**config.mk**
```make
export PLATFORM = sky130hd
export DESIGN_NAME = uart_fifo_bridge
export DESIGN_NICKNAME = d
export VERILOG_FILES = /design/src/rtl/uart_fifo_bridge_pkg.sv /design/src/rtl/uart_fifo_bridge_sync_fifo.sv /design/src/rtl/uart_fifo_bridge.sv
export SDC_FILE = /design/constraint.sdc
export NUM_CORES = 1
export LEC_CHECK = 0
export ABC_CLOCK_PERIOD_IN_PS = 5000
export CAP_MARGIN = 20
export CORE_AREA = 2 2 119 121
export CTS_BUF_LIST = sky130_fd_sc_hd__clkbuf_8 sky130_fd_sc_hd__clkbuf_16
export DETAILED_ROUTE_END_ITERATION = 16
export DIE_AREA = 0 0 121 123
export MAX_ROUTING_LAYER = met4
export PLACE_DENSITY_LB_ADDON = 0.08
export SLEW_MARGIN = 40
export SYNTH_ARGS = -nofsm -noshare
export SYNTH_HDL_FRONTEND = slang
export SYNTH_SLANG_ARGS = --single-unit
```
**constraint.sdc**
```tcl
create_clock -name clk -period 5 [get_ports clk]
set_input_delay 1.25 -clock clk [delete_from_list [all_inputs] [get_ports clk]]
set_output_delay 1.25 -clock clk [all_outputs]
set_load 0.05 [all_outputs]
```
**src/rtl/uart_fifo_bridge_pkg.sv**
```systemverilog
// Shared MMIO map, region code and status bit positions for the UART FIFO bridge.
package uart_fifo_bridge_pkg;

    localparam logic [3:0] MMIO_REGION    = 4'h8;

    localparam logic [7:0] MMIO_STATUS    = 8'h00;
    localparam logic [7:0] MMIO_RX_DATA   = 8'h04;
    localparam logic [7:0] MMIO_TX_DATA   = 8'h08;
    localparam logic [7:0] MMIO_CYCLE_CNT = 8'h10;
    localparam logic [7:0] MMIO_INST_CNT  = 8'h14;
    localparam logic [7:0] MMIO_CNT_RST   = 8'h18;

    localparam int STAT_TX_NOT_FULL  = 0;
    localparam int STAT_RX_NOT_EMPTY = 1;
    localparam int STAT_TX_OVF       = 2;

endpackage

```
**src/rtl/uart_fifo_bridge_sync_fifo.sv**
```systemverilog
// First-word-fall-through synchronous FIFO; full/empty come from the pre-cycle count,
// so a push into a full FIFO is refused even when a pop happens in the same cycle.
module sync_fifo #(
    parameter int WIDTH = 8,
    parameter int DEPTH = 8
) (
    input  logic                     clk,
    input  logic                     rst,
    input  logic                     push_i,
    input  logic [WIDTH-1:0]         din_i,
    input  logic                     pop_i,
    output logic [WIDTH-1:0]         dout_o,
    output logic                     full_o,
    output logic                     empty_o,
    output logic [$clog2(DEPTH):0]   count_o
);
    localparam int AW = $clog2(DEPTH);
    localparam logic [AW:0] FULL_CNT = (AW+1)'(DEPTH);
    localparam logic [AW:0] CNT_ONE  = (AW+1)'(1);
    localparam logic [AW-1:0] PTR_ONE = AW'(1);

    logic [WIDTH-1:0] mem_q [DEPTH];
    logic [AW-1:0]    wptr_q, wptr_d;
    logic [AW-1:0]    rptr_q, rptr_d;
    logic [AW:0]      count_q, count_d;
    logic             do_push, do_pop;

    assign full_o  = (count_q == FULL_CNT);
    assign empty_o = (count_q == '0);
    assign count_o = count_q;
    assign do_push = push_i && !full_o;
    assign do_pop  = pop_i && !empty_o;
    // Head is forced to zero while empty so the output is defined straight out of reset.
    assign dout_o  = empty_o ? '0 : mem_q[rptr_q];

    always_comb begin
        wptr_d  = wptr_q;
        rptr_d  = rptr_q;
        count_d = count_q;
        if (do_push) wptr_d = wptr_q + PTR_ONE;
        if (do_pop)  rptr_d = rptr_q + PTR_ONE;
        if (do_push && !do_pop)      count_d = count_q + CNT_ONE;
        else if (do_pop && !do_push) count_d = count_q - CNT_ONE;
    end

    always_ff @(posedge clk) begin
        if (rst) begin
            wptr_q  <= '0;
            rptr_q  <= '0;
            count_q <= '0;
        end else begin
            wptr_q  <= wptr_d;
            rptr_q  <= rptr_d;
            count_q <= count_d;
        end
    end

    always_ff @(posedge clk) begin
        if (do_push) mem_q[wptr_q] <= din_i;
    end

endmodule

```
**src/rtl/uart_fifo_bridge.sv**
```systemverilog
// MMIO bridge between the CPU execute stage and the UART: TX/RX FIFOs, status, perf counters.
// Counters are built only when UART_FIFO_BRIDGE_COUNTERS_EN is defined.
module uart_fifo_bridge
    import uart_fifo_bridge_pkg::*;
#(
    parameter int DEPTH = 8
) (
    input  logic        clk,
    input  logic        rst,
    input  logic [31:0] mmio_addr,
    input  logic [31:0] mmio_wdata,
    input  logic        mmio_we,
    input  logic        mmio_re,
    output logic [31:0] mmio_rdata,
    input  logic        inst_retire,
    output logic [7:0]  uart_tx_data,
    output logic        uart_tx_valid,
    input  logic        uart_tx_ready,
    input  logic [7:0]  uart_rx_data,
    input  logic        uart_rx_valid,
    output logic        uart_rx_ready
);
    localparam int CW = $clog2(DEPTH) + 1;

    // UART handshakes: a byte moves on a rising clk edge where valid && ready are both high;
    // valid never waits on ready, and data is stable while valid is high.
    logic          sel;
    logic [7:0]    off;
    logic          tx_push, tx_pop, tx_full, tx_empty;
    logic          rx_push, rx_pop, rx_full, rx_empty;
    logic [7:0]    rx_dout;
    logic [CW-1:0] tx_count, rx_count;
    logic          status_rd, cnt_clr;
    logic          ovf_q, ovf_d;
    logic [31:0]   rdata_q, rdata_d;
    logic [31:0]   status_val, cyc_val, inst_val;

    assign sel       = (mmio_addr[31:28] == MMIO_REGION);
    assign off       = mmio_addr[7:0];
    assign tx_push   = sel && mmio_we && (off == MMIO_TX_DATA);
    assign status_rd = sel && mmio_re && (off == MMIO_STATUS);
    assign rx_pop    = sel && mmio_re && (off == MMIO_RX_DATA);
    assign cnt_clr   = sel && mmio_we && (off == MMIO_CNT_RST);
    assign tx_pop    = uart_tx_valid && uart_tx_ready;
    assign rx_push   = uart_rx_valid && uart_rx_ready;

    assign uart_tx_valid = !tx_empty;
    assign uart_rx_ready = !rx_full;
    assign mmio_rdata    = rdata_q;

    sync_fifo #(.WIDTH(8), .DEPTH(DEPTH)) u_tx_fifo (
        .clk     (clk),
        .rst     (rst),
        .push_i  (tx_push),
        .din_i   (mmio_wdata[7:0]),
        .pop_i   (tx_pop),
        .dout_o  (uart_tx_data),
        .full_o  (tx_full),
        .empty_o (tx_empty),
        .count_o (tx_count)
    );

    sync_fifo #(.WIDTH(8), .DEPTH(DEPTH)) u_rx_fifo (
        .clk     (clk),
        .rst     (rst),
        .push_i  (rx_push),
        .din_i   (uart_rx_data),
        .pop_i   (rx_pop),
        .dout_o  (rx_dout),
        .full_o  (rx_full),
        .empty_o (rx_empty),
        .count_o (rx_count)
    );

    always_comb begin
        status_val = '0;
        status_val[STAT_TX_NOT_FULL]  = !tx_full;
        status_val[STAT_RX_NOT_EMPTY] = !rx_empty;
        status_val[STAT_TX_OVF]       = ovf_q;
    end

    // A new overflow in the same cycle as a status read survives the clear.
    always_comb begin
        ovf_d = ovf_q;
        if (status_rd)          ovf_d = 1'b0;
        if (tx_push && tx_full) ovf_d = 1'b1;
    end

`ifdef UART_FIFO_BRIDGE_COUNTERS_EN
    logic [31:0] cyc_q, inst_q;

    always_ff @(posedge clk) begin
        if (rst || cnt_clr) begin
            cyc_q  <= '0;
            inst_q <= '0;
        end else begin
            cyc_q  <= cyc_q + 32'd1;
            if (inst_retire) inst_q <= inst_q + 32'd1;
        end
    end

    assign cyc_val  = cyc_q;
    assign inst_val = inst_q;

    logic unused_bits;
    assign unused_bits = ^{mmio_addr[27:8], mmio_wdata[31:8], tx_count, rx_count};
`else
    assign cyc_val  = '0;
    assign inst_val = '0;

    logic unused_bits;
    assign unused_bits = ^{mmio_addr[27:8], mmio_wdata[31:8], tx_count, rx_count,
                           inst_retire, cnt_clr};
`endif

    // Every read strobe reloads the data register; unselected or unmapped reads load zero.
    always_comb begin
        rdata_d = rdata_q;
        if (mmio_re) begin
            rdata_d = '0;
            if (sel) begin
                case (off)
                    MMIO_STATUS:    rdata_d = status_val;
                    MMIO_RX_DATA:   rdata_d = {24'b0, rx_dout};
                    MMIO_CYCLE_CNT: rdata_d = cyc_val;
                    MMIO_INST_CNT:  rdata_d = inst_val;
                    default:        rdata_d = '0;
                endcase
            end
        end
    end

    always_ff @(posedge clk) begin
        if (rst) begin
            ovf_q   <= 1'b0;
            rdata_q <= '0;
        end else begin
            ovf_q   <= ovf_d;
            rdata_q <= rdata_d;
        end
    end

endmodule

```
-- Word-level counts from Yosys, hierarchy flattened
Memory sizes are Yosys's and may differ from the RTL's. A register that Yosys moved wholly into a read port is not among the register bits.
Cells that the tools add are included.
- $add $sub $neg: 8
- eq/ne operators: 5
- mux-type cells: 18
- reduce and logical (&&, ||, !) cells: 30
- operators with widths (kind ; count):
    2-to-1 mux 8 bit ; 3
    logical AND 1 bit ; 16
    2-to-1 mux 4 bit ; 4
    case mux 8 bit (2 select lines) ; 1
    adder 3 x 1 -> 3 bit, second input constant ; 4
    equality test 4 bit, second input constant ; 3
    2-to-1 mux 3 bit ; 4
    adder 4 x 1 -> 4 bit, second input constant ; 2
    equality test 8 x 3 -> 1 bit, second input constant ; 1
    equality test 8 x 4 -> 1 bit, second input constant ; 1
    logical NOT 1 bit ; 8
    logical NOT 4 bit ; 2
    logical NOT 8 bit ; 1
    subtractor 4 x 1 -> 4 bit, second input constant ; 2
    2-to-1 mux 1 bit ; 6
    nonzero test 2 bit ; 3
- flip-flop bits (word level): 53
- RAM bits: 128
- bits of input ports: 79
- output and inout port bits: 42
- word-level logic and storage cells: 71
- memories: 2
- memory list (name ; depth ; bits a word ; read ports ; clocked after Yosys merged registers in ; write ports ; RTL line ; RTL):
    u_rx_fifo.mem_q ; 8 ; 8 ; 1 ; 1 ; 1 ; uart_fifo_bridge_sync_fifo.sv:22 ; logic [WIDTH-1:0] mem_q [DEPTH];
    u_tx_fifo.mem_q ; 8 ; 8 ; 1 ; 1 ; 1 ; uart_fifo_bridge_sync_fifo.sv:22 ;

-- Longest topological paths before layout
- word-level depth: 8
- gate-level depth with buffers: 11
- gate-level depth less buffers: 10

-- Modules after synthesis
From an unflattened synthesis, not the netlist that was laid out.
- cells, all modules: 420
- area total of the unflattened synthesis: 6841.6 um^2
- by module, submodules not included (module ; times used ; cells an instance ; area an instance (um^2) ; seq. area each (um^2)):
    sync_fifo ; 2 ; 174 ; 3114.2 ; 2182.1
    uart_fifo_bridge ; 1 ; 72 ; 613.1 ; 180.2

-- Least setup slack after synthesis
Ideal clock, no wire load.
- kind: in2reg
- from: input mmio_addr[1]
- to: register u_tx_fifo.count_q[3] (netlist: u_tx_fifo.count_o[3])
- library setup time: 0.121 ns
- arrival time: 3.935 ns
- data required time: 4.879 ns
- slack: 0.945 ns
- stages: 11
- buffers on the path: 1
- cell sequence: or4_1 -> buf_2 -> nor4_1 -> and2_1 -> ha_1 -> inv_1 -> ha_1 -> a21o_1 -> a21oi_1 -> mux2i_1 -> mux2_2
- longest elaborated chain between the ends: 6
- elaborated cells between the ends (all ways): 8
- those cells by class: eq/ne: 1; mux: 1; reduce/logical: 6
- RTL lines (element ; RTL line ; RTL):
    start: declaration ; uart_fifo_bridge.sv:10 ; input logic [31:0] mmio_addr,
    equality test 8 x 4 -> 1 bit * ; uart_fifo_bridge.sv:40 ; assign tx_push = sel && mmio_we && (off == MMIO_TX_DATA);
    logical AND 1 bit * ; uart_fifo_bridge.sv:40 ;
    logical AND 1 bit * ; uart_fifo_bridge_sync_fifo.sv:31 ; assign do_push = push_i && !full_o;
    named net u_tx_fifo.do_push ; uart_fifo_bridge_sync_fifo.sv:26 ; logic do_push, do_pop;
    logical NOT 1 bit ; uart_fifo_bridge_sync_fifo.sv:43 ; else if (do_pop && !do_push) count_d = count_q - CNT_ONE;
    logical AND 1 bit ; uart_fifo_bridge_sync_fifo.sv:43 ;
    nonzero test 2 bit (no line) ; n/a ;
    end signal: assignment ; uart_fifo_bridge_sync_fifo.sv:54 ; count_q <= count_d;
    end: declaration ; uart_fifo_bridge_sync_fifo.sv:25 ; logic [AW:0] count_q, count_d;
Mark *: on every way through the listed nets, which the timed path passes. The rest lies on a longest branch.
A chain may end at the register's enable or synchronous reset.

==> summary.md <==
| Metric | Value |
|---|---|
| Status | `completed` |
| Kind of critical path | `reg2out` |
| GRT Resource Usage Total | `18.2%` |
| CTS Sinks | `163` |
| Crit path cell chain | `buf_4, mux4_2, mux2i_1, nor2_1, clkdlybuf4s50_1` |
| Largest net degree at the start of global routing | `31` |
| Crit path capture | `uart_tx_data[5]` |
| R2R depth | `10` |
| Max_cap viols | `0` |
| Largest area contributor in the netlist | `edfxtp_1` |
| Row count | `43` |
| Routed Antenna Nets | `0` |
| # nets final | `583` |
| Vias | `3483` |
| Clock transition at path regs | `0.06 ns` |
| Critical path data arrival time | `2.83 ns` |
| EDFF count, synth | `128` |
| R2R Setup Slk | `2.04 ns` |
| ANT cells | `0` |
| Slew HR | `45.7%` |
| Die area | `14900 um2` |
| Commonest non-fill, non-tap cell in the layout | `edfxtp_1` |
| CTS hold repair buffers | `0` |
| Most frequent cells in the layout | `128 x edfxtp_1, 51 x clkdlybuf4s50_1, 36 x nor2_1` |
| Crit path depth | `5` |
| CTS tree | `done` |
| Initial antenna violation count | `0` |
| CTS max path bufs | `2` |
| Crit. End Element | `output port` |
| Distinct cells, synth | `35` |
| Vias in the first global route | `3653` |
| Core area | `13600 um2` |
| Hold Crit Class | `reg2reg` |
| Req. time, crit path | `3.75 ns` |
| Port-buffer cells | `51` |
| CP bufs+invs | `2` |
| Worst Hold Slack | `0.470 ns` |
| Die X | `121 um` |
| RePlAce Congestion | `0.765` |
| Vias per cell | `5.08` |
| Post-DP HPWL | `7.88 mm` |
| Area Growth Syn to Fin | `20.3%` |
| Io pins | `121` |
| Final setup fails | `0` |
| RSZ-0062 raised after global routing | `false` |
| Final Critical Period | `4.08 ns` |
| Fillcell total | `1069` |
| Post-CTS sizing | `0` |
| Slew @ Worst Pin | `0.811 ns` |
| Max stage delay on crit path | `0.69 ns` |
| RR Startpoint | `u_rx_fifo.count_o[0]` |
| Max Slew Vio Count | `0` |
| Num CTS Buffers | `17` |
| Period utilization | `81.6%` |
| Avg Inst Size Synth | `15.7 um2` |
| Setup_tns | `0 ns` |
| Yosys reg bits | `163` |
| Mapped Area | `6710 um2` |
| Top_reg_cell synth | `edfxtp_1` |
| Total congestion overflow | `0` |
| Maximum vdd drop | `0.000281 V` |
| First-pass GRT wire length | `19.1 mm` |
| Sequential element share of the synthesized area | `67.8%` |
| Leak Pwr | `2.70 nW` |
| Critical R2R Capture | `u_rx_fifo.count_o[3]` |
| Clock Skew | `0.00938 ns` |
| Critical-path top delay cell | `dfxtp_1` |
| Critical path launch point type | `flop` |
| Top cells by area, synth | `edfxtp_1 57%, mux4_2 11%, dfxtp_1 10%, mux2i_1 2.7%, buf_4 2.7%` |
| Final Hold Viols | `0` |
| Avg WL per Cell | `17.3 um` |
| PD cells | `489 nW/um2` |
| Total Wirelength | `11.9 mm` |
| Starting Density | `49.3%` |
| Top cell type's share of synthesized area | `57.3%` |
| Asr flop ratio synth | `0%` |
| Worst-path fanout max | `9` |
| H-tree depth | `4` |
| Fmax | `245 MHz` |
| DR pass1 iterations | `4` |
| Worst skew pair latency | `0.42 ns` |
| DRC errors left | `0` |
| Yosys warning count | `0` |
| Layout cells sized above 1 | `17.4%` |
| Post CTS Setup Buffer Count | `0` |
| Initial drt markers | `205` |
| Syn Inst Count | `426` |
| Die height | `123 um` |
| Root Driver | `clkbuf_16` |
| CP top delay family | `buffers and inverters` |
state kept, by name (all words and copies together) (netlist names), named ones only:
| register | cells |
|---|---|
| mmio_rdata | 8 |
| u_tx_fifo.mem_q | 64 |
| u_rx_fifo.count_o | 4 |
| u_rx_fifo.wptr_q | 3 |
| u_rx_fifo.mem_q | 64 |
| u_tx_fifo.rptr_q | 3 |
| u_tx_fifo.count_o | 4 |
| u_tx_fifo.wptr_q | 3 |
| ovf_q | 1 |
| u_rx_fifo.rptr_q | 3 |
final cells by class:
class,count,area [um2],area share [%]
Multi-Input combinational cell,237,1980,24.6
Clock inverter,15,238,2.95
Inverter,7,26.3,0.326
Tap cell,180,225,2.79
Timing Repair Buffer,66,623,7.73
Sequential cell,163,4540,56.4
Clock buffer,17,425,5.28
worst min-delay path, cell delays in order, from the launching register on:
cell and delay, ns:
dfxtp_1 0.33, nand2_1 0.05, o21ai_0 0.06
synthesized netlist by cell type (2+ instances only):
| cell type | instances |
|---|---|
| a21o_1 | 2 |
| a21oi_1 | 20 |
| and2_1 | 2 |
| buf_1 | 3 |
| buf_2 | 3 |
| buf_4 | 24 |
| clkbuf_1 | 12 |
| dfxtp_1 | 35 |
| edfxtp_1 | 128 |
| fa_1 | 2 |
| ha_1 | 10 |
| inv_1 | 7 |
| mux2_2 | 4 |
| mux2i_1 | 18 |
| mux4_2 | 32 |
| nand2_1 | 15 |
| nand2b_1 | 6 |
| nand3_1 | 10 |
| nand3b_1 | 4 |
| nor2_1 | 41 |
| nor2b_1 | 4 |
| nor3_1 | 7 |
| nor4_1 | 4 |
| o21ai_0 | 10 |
| o31ai_1 | 2 |
| or2_2 | 2 |
| or3_1 | 2 |
| or4_1 | 5 |
| xnor2_1 | 2 |
| xor2_1 | 5 |
metal layers:
layer,track usage [%],vias to the layer above,wire (um)
met5,-,-,0
met4,7.49,0,162
met3,4.29,11,354
met2,30.8,64,6290
met1,21.0,1700,5060
li1,-,1708,-
worst min-delay path by stage:
stage,to,slack (ns),startpoint,cells after the start
2_1_floorplan,ovf_q,0.45,ovf_q,2
3_3_place_gp,mmio_rdata[5],0.45,mmio_rdata[5],2
3_5_place_dp,mmio_rdata[5],0.45,mmio_rdata[5],2
4_1_cts,mmio_rdata[5],0.47,mmio_rdata[5],2
5_1_grt,mmio_rdata[7],0.49,mmio_rdata[7],2
6_report,mmio_rdata[7],0.47,mmio_rdata[7],2
logic make-up (layout without fill, tap and decap cells):
kind of cell | Yosys count | count (layout) | share of synthesized area, %
buffers and inverters | 49 | 105 | 4.14
adder cells (fa/ha/maj) | 12 | 12 | 2.46
multiplexers | 54 | 54 | 14.1
other | 1 | 24 | 0.0559
flip-flops | 163 | 163 | 67.8
AND/OR/NAND/NOR | 105 | 105 | 7.71
AO/OA/AOI/OAI | 35 | 35 | 2.84
XOR/XNOR | 7 | 7 | 0.914
per-stage QoR:
stage | power, W | util, % | setup WS [ns] | area, um2 | std cells
2_1_floorplan | 0.00227 | - | 0.945 | 6790 | 449
3_3_place_gp | 0.00252 | 54.3 | 0.560 | 7390 | 653
3_5_place_dp | 0.00254 | 54.4 | 0.548 | 7400 | 653
4_1_cts | 0.00398 | 59.2 | 0.821 | 8060 | 685
5_1_grt | 0.00411 | 59.2 | 0.676 | 8060 | 685
6_report | 0.00394 | 59.2 | 0.922 | 8060 | 685
power by group:
| group | leakage, nW | switching (W) | internal (W) |
|---|---|---|---|
| Sequential | 1.44 | 0.0000727 | 0.00152 |
| Combinational | 0.922 | 0.000538 | 0.000368 |
| Clock | 0.335 | 0.000507 | 0.000935 |
| Total | 2.70 | 0.00112 | 0.00282 |
Power figures use the tool's default switching activity.
